File: config.mk
export PLATFORM = sky130hd
export DESIGN_NAME = hex_frac_mul_flat
export DESIGN_NICKNAME = d
export VERILOG_FILES = /design/src/rtl/hex_frac_mul_pkg.sv /design/src/rtl/hex_frac_mul_if.sv /design/src/rtl/hex_digit_mac.sv /design/src/rtl/hex_frac_mul.sv /design/src/flat_wrapper.sv
export SDC_FILE = /design/constraint.sdc
export NUM_CORES = 1
export LEC_CHECK = 0
export BUFFER_PORTS_ARGS = -buffer_cell sky130_fd_sc_hd__buf_4
export CORE_UTILIZATION = 55
export CTS_CLUSTER_DIAMETER = 50
export DETAILED_ROUTE_END_ITERATION = 16
export PLACE_DENSITY = 0.83
export SETUP_SLACK_MARGIN = 0.02
export SLEW_MARGIN = 20
export SYNTH_ARGS = -nofsm -noshare
export SYNTH_HDL_FRONTEND = slang
export SYNTH_SLANG_ARGS = --single-unit
File: constraint.sdc
create_clock -name clk -period 6.7 [get_ports clk]
set_input_delay 0.335 -clock clk [delete_from_list [all_inputs] [get_ports clk]]
set_output_delay 0.335 -clock clk [all_outputs]
set_load 0.02 [all_outputs]
File: src/rtl/hex_frac_mul_pkg.sv
// Shared definitions for the hex fraction multiplier: widths, FSM states
// and the dividend recovery helper.
package hex_frac_mul_pkg;

  localparam int DIGIT_W = 4;
  localparam int FRAC_W  = 16;
  localparam int PROD_W  = 20;

  typedef enum logic [1:0] {
    IDLE = 2'd0,
    STEP = 2'd1,
    DONE = 2'd2
  } state_t;

  // Recovered dividend: ceil-style rounding (P + B - 1) >> 16, zero when B is 0
  function automatic logic [DIGIT_W-1:0] recover_a(input logic [PROD_W-1:0]  prod,
                                                   input logic [DIGIT_W-1:0] b);
    logic [PROD_W:0] t;
    t = '0;
    if (b == '0) begin
      return '0;
    end
    t = {1'b0, prod} + (PROD_W+1)'(b) - (PROD_W+1)'(1);
    return t[PROD_W-1 -: DIGIT_W];
  endfunction

endpackage

File: src/rtl/hex_frac_mul_if.sv
// Operand/result handshake bundle for the hex fraction multiplier.
interface hex_frac_mul_if;
  import hex_frac_mul_pkg::*;

  logic                in_valid;
  logic                in_ready;
  logic [FRAC_W-1:0]   in_q;
  logic [DIGIT_W-1:0]  in_b;
  logic                out_valid;
  logic                out_ready;
  logic [PROD_W-1:0]   out_product;
  logic [DIGIT_W-1:0]  out_a;
  logic                out_err;

  modport master (
    output in_valid, in_q, in_b, out_ready,
    input  in_ready, out_valid, out_product, out_a, out_err
  );

  modport slave (
    input  in_valid, in_q, in_b, out_ready,
    output in_ready, out_valid, out_product, out_a, out_err
  );

endinterface

File: src/rtl/hex_digit_mac.sv
// Combinational radix-16 multiply-accumulate step: (acc << 4) + d*b.
module hex_digit_mac
  import hex_frac_mul_pkg::*;
(
  input  logic [PROD_W-1:0]  acc,
  input  logic [DIGIT_W-1:0] d,
  input  logic [DIGIT_W-1:0] b,
  output logic [PROD_W-1:0]  acc_out
);

  logic [2*DIGIT_W-1:0] dprod;

  // Digit product is 8 bits, zero-extended before the add
  always_comb begin
    dprod   = d * b;
    acc_out = {acc[PROD_W-DIGIT_W-1:0], {DIGIT_W{1'b0}}} + PROD_W'(dprod);
  end

endmodule

File: src/rtl/hex_frac_mul.sv
// Digit-serial radix-16 multiplier: rebuilds P = Q*B one hex digit per cycle,
// MSB first, and recovers the original dividend from the product.
module hex_frac_mul #(
  parameter int DIGITS  = 4,
  parameter int DIGIT_W = 4
) (
  input  logic          clk,
  input  logic          reset,
  hex_frac_mul_if.slave bus
);
  import hex_frac_mul_pkg::PROD_W;
  import hex_frac_mul_pkg::FRAC_W;
  import hex_frac_mul_pkg::state_t;
  import hex_frac_mul_pkg::IDLE;
  import hex_frac_mul_pkg::STEP;
  import hex_frac_mul_pkg::DONE;
  import hex_frac_mul_pkg::recover_a;

  localparam int CNT_W = (DIGITS > 1) ? $clog2(DIGITS) : 1;
  localparam logic [CNT_W-1:0] LAST = CNT_W'(DIGITS - 1);

  state_t               state, state_n;
  logic [FRAC_W-1:0]    q_sh;
  logic [DIGIT_W-1:0]   b_r;
  logic [PROD_W-1:0]    acc;
  logic [PROD_W-1:0]    acc_next;
  logic [CNT_W-1:0]     cnt;
  logic [PROD_W-1:0]    product_r;
  logic [DIGIT_W-1:0]   a_r;
  logic                 err_r;

  hex_digit_mac u_mac (
    .acc     (acc),
    .d       (q_sh[FRAC_W-1 -: DIGIT_W]),
    .b       (b_r),
    .acc_out (acc_next)
  );

  // FSM state register
  always_ff @(posedge clk) begin
    if (reset) state <= IDLE;
    else       state <= state_n;
  end

  // Next-state and handshake outputs
  always_comb begin
    state_n          = state;
    bus.in_ready     = 1'b0;
    bus.out_valid    = 1'b0;
    bus.out_product  = product_r;
    bus.out_a        = a_r;
    bus.out_err      = err_r;
    unique case (state)
      IDLE: begin
        bus.in_ready = 1'b1;
        if (bus.in_valid) state_n = STEP;
      end
      STEP: begin
        if (cnt == LAST) state_n = DONE;
      end
      DONE: begin
        bus.out_valid = 1'b1;
        if (bus.out_ready) state_n = IDLE;
      end
      default: state_n = IDLE;
    endcase
  end

  // Operand capture, digit-serial accumulation and result registers
  always_ff @(posedge clk) begin
    if (reset) begin
      q_sh      <= '0;
      b_r       <= '0;
      acc       <= '0;
      cnt       <= '0;
      product_r <= '0;
      a_r       <= '0;
      err_r     <= 1'b0;
    end else begin
      unique case (state)
        IDLE: begin
          if (bus.in_valid) begin
            q_sh <= bus.in_q;
            b_r  <= bus.in_b;
            acc  <= '0;
            cnt  <= '0;
          end
        end
        STEP: begin
          acc  <= acc_next;
          q_sh <= q_sh << DIGIT_W;
          cnt  <= cnt + 1'b1;
          // Results load straight from the final MAC output on the STEP->DONE edge
          if (cnt == LAST) begin
            err_r     <= (b_r == '0);
            product_r <= (b_r == '0) ? '0 : acc_next;
            a_r       <= recover_a(acc_next, b_r);
          end
        end
        default: ;
      endcase
    end
  end

endmodule
File: src/flat_wrapper.sv
// flat-port wrapper written by rule: the top's interface ports become plain ports
module hex_frac_mul_flat import hex_frac_mul_pkg::PROD_W; import hex_frac_mul_pkg::FRAC_W; import hex_frac_mul_pkg::state_t; import hex_frac_mul_pkg::IDLE; import hex_frac_mul_pkg::STEP; import hex_frac_mul_pkg::DONE; import hex_frac_mul_pkg::recover_a;
#(
  parameter int DIGITS  = 4,
  parameter int DIGIT_W = 4
)
  (clk, reset, bus_in_valid, bus_in_q, bus_in_b, bus_out_ready, bus_in_ready, bus_out_valid, bus_out_product, bus_out_a, bus_out_err);
  hex_frac_mul_if bus_i ();
  input  logic clk;
  input  logic reset;
  input wire logic [$bits(bus_i.in_valid)-1:0] bus_in_valid;
  input wire logic [$bits(bus_i.in_q)-1:0] bus_in_q;
  input wire logic [$bits(bus_i.in_b)-1:0] bus_in_b;
  input wire logic [$bits(bus_i.out_ready)-1:0] bus_out_ready;
  output wire logic [$bits(bus_i.in_ready)-1:0] bus_in_ready;
  output wire logic [$bits(bus_i.out_valid)-1:0] bus_out_valid;
  output wire logic [$bits(bus_i.out_product)-1:0] bus_out_product;
  output wire logic [$bits(bus_i.out_a)-1:0] bus_out_a;
  output wire logic [$bits(bus_i.out_err)-1:0] bus_out_err;
  assign bus_i.in_valid = bus_in_valid;
  assign bus_i.in_q = bus_in_q;
  assign bus_i.in_b = bus_in_b;
  assign bus_i.out_ready = bus_out_ready;
  assign bus_in_ready = bus_i.in_ready;
  assign bus_out_valid = bus_i.out_valid;
  assign bus_out_product = bus_i.out_product;
  assign bus_out_a = bus_i.out_a;
  assign bus_out_err = bus_i.out_err;
  hex_frac_mul #(.DIGITS(DIGITS), .DIGIT_W(DIGIT_W)) u_core (.clk(clk), .reset(reset), .bus(bus_i));
endmodule
==> results by group <==
Status
  • Status: complete, no violations

Placement
  • GP Congestion: 0.836
  • Port-buffer cells: 50
  • Dpl hpwl: 6.57 mm

Clock tree
  • CTS resizes: 0
  • Worst skew pair latency: 350 ps
  • # H-tree levels: 3
  • CTS tree: done
  • Post CTS Setup Buffer Count: 0
  • # hold bufs at CTS: 0
  • Clock root buffer: clkbuf_8
  • CTS buffer count: 9
  • Clock sink total: 65
  • Clk buf depth: 2
  • Clk pin slew, worst setup/hold paths: 80 ps

GRT
  • Overflow after GRT: 0
  • Antenna violations before repair: 0
  • Vias in the first global route: 3307
  • First-pass GRT wire length: 14.8 mm
  • Tot GR Track Use: 25.9%
  • Pin count of the biggest net entering global routing: 66

Worst setup path
  • WS Path Type: register to register
  • Critical Path Fanout Max: 7
  • Worst Path Required: 6950 ps
  • Worst-case reg-to-reg path depth: 20
  • Worst setup SP type: register
  • Arrival @ worst endpoint: 6060 ps
  • Critical path capture point type: register

Final layout
  • Share of layout cells above drive strength 1: 15.6%
  • Layout Nets: 580
  • Layout Area Growth over Synthesis: 17.2%
  • Diodes inserted: 0
  • Most frequent cells in the layout: nand2_1 (67), dfxtp_1 (65), nor2_1 (54), buf_4 (54), inv_1 (37)
  • Commonest non-fill, non-tap cell in the layout: nand2_1
  • Post-layout util: 66.7%

Power and ir drop
  • Comb power frac: 13.9%
  • Net Sw Power: 0.244 mW
  • Max IR drop VDD: 0.178 mV
  • Switching Share: 25.6%
  • Power share of the clock group: 43.2%
  • Int Power: 0.709 mW
  • Sequential share of power: 42.9%
  • Power per cell area: 212 nW/um2
  • Leak: 1.95 nW

Routing
  • DRC violations left: 0
  • WL met2: 4.71 mm
  • DRT iter0 DRCs: 219
  • Total wire length: 9.18 mm
  • Routed met1 length: 3.70 mm
  • Initial DRT Pass Iterations: 5
  • Routed vias/inst: 5.82
  • DRT antenna net count: 0
  • Top Layer Used: met4
  • WL met3: 545 um
  • Routed wire length per instance: 15.4 um
  • DR vias: 3479

Synthesis
  • Distinct cells, synth: 43
  • Syn. warnings: 0
  • FFs w/ async S/R, synth: 0%
  • Mapped Area: 3850 um2
  • Seq/Total Area, Yosys: 33.8%
  • Synthesized area per cell: 8.17 um2
  • Cell type with the largest total area after synthesis: dfxtp_1
  • Cells after synthesis: 471
  • Most used flip-flop cell after synthesis: dfxtp_1
  • Synth top area cells: dfxtp_1 (34%), ha_1 (12%), nand2_1 (6.5%)
  • Top-area cell type share of the netlist area: 33.8%
  • Syn nets: 538
  • Yosys reg bits: 65
  • EDFF count, synth: 0

STA
  • RSZ-0062 raised after global routing: false
  • Clock Skews: 11.4 ps
  • Slew HR: 42.2%
  • Slew @ Worst Pin: 865 ps
  • Setup TNS: 0 ps
  • Min cycle time layout: 5810 ps
  • Final period utilization: 86.7%
  • Fmax: 172 MHz
  • # setup viols final: 0
  • Fin. Hold Viols: 0
  • Max-slew violation count: 0

Run
  • MaxCap Viol Count: 0

Die
  • Die X: 85.6 um
  • I/O pins: 51
  • CORE AREA: 6760 um2
  • Standard-cell row count: 30
  • Die Ht: 85.6 um
  • Die ar.: 7330 um2
  • Initial Util: 56.9%

Hold path
  • Min-Delay Path Class: input pin to register
  • WHS Path Cells: 3
[cell families (layout without fill, tap and decap cells)]
group	count (synthesis)	after routing	share of synthesized area, %
AO/OA/AOI/OAI	101	101	18.8
XOR/XNOR	16	16	4.52
adder cells (fa/ha/maj)	44	44	15.6
buffers and inverters	60	107	5.89
flip-flops	65	65	33.8
AND/OR/NAND/NOR	185	185	21.3
[area by class of cell]
type	instances	area (um2)
Clock inverter	5	103
Sequential cell	65	1300
Fill cell	564	2250
Timing Repair Buffer	54	405
Inverter	37	139
Multi-Input combinational cell	346	2320
Clock buffer	11	141
Tap cell	80	100
[synthesized netlist by cell type (all sizes together), types with 6 or more instances]
cell,instances
a22oi,16
xor2,6
clkbuf,19
nand2,67
dfxtp,65
a311oi,12
inv,37
o211ai,8
a21oi,36
nand2b,7
xnor2,10
ha,36
and2,14
nor2,54
fa,7
nand3,28
[sequential cells by signal, summed over array words and instances (netlist names)]
signal                  cells
u_core.state                2
u_core.acc                 16
u_core.bus.out_a            4
u_core.bus.out_err          1
u_core.bus.out_product     20
u_core.b_r                  4
u_core.cnt                  2
u_core.q_sh                16
[worst max-delay path: stages (launching register included)]
cell and delay, ps:
dfxtp_1 430, nand2_1 120, fa_1 550, inv_1 60, fa_1 430, fa_1 530
inv_1 70, fa_1 450, nand2b_1 180, a21oi_1 260, nor2_1 110, xnor2_1 330
inv_1 80, ha_1 330, a2111oi_2 430, o211ai_1 170, o211ai_1 160, maj3_2 270
o21ai_2 80, a2111o_1 380, a32o_1 260
[power by group through the flow]
stage / Clock, mW / Sequential, mW / Combinational (mW)
final: 0.412 / 0.409 / 0.132
after global routing: 0.432 / 0.410 / 0.145
after CTS: 0.418 / 0.409 / 0.131
after detailed placement: 0 / 0.418 / 0.130
after global placement: 0 / 0.416 / 0.123
after floorplan: 0 / 0.415 / 0.0947
[layer usage]
layer  vias up  GRT usage, %
met1      1642          28.8
li1       1706             -
met3        21          5.87
met4         0          12.6
met2       110          46.5
met5         -             0
[worst paths after layout]
kind,start,endpoint,slack [ps]
setup / recovery,u_core.b_r[3],u_core.bus.out_a[2],890
hold / removal,bus_in_q[0],u_core.q_sh[0],230
setup reg to reg,u_core.b_r[3],u_core.bus.out_a[2],890
hold reg to reg,u_core.bus.out_product[0],u_core.bus.out_product[0],460
[stage by stage]
step                hold WS [ps]  total power [mW]  cells  setup slack, ps  area [um2]
CTS                          217             0.958    598              947        4510
global route                 246             0.988    598              634        4510
detailed placement           451             0.548    582              948        4260
global placement             446             0.540    582             1280        4260
floorplan                    448             0.509    471             1460        3850
finish                       231             0.954    598              892        4510
(Power assumes the default switching activity.)
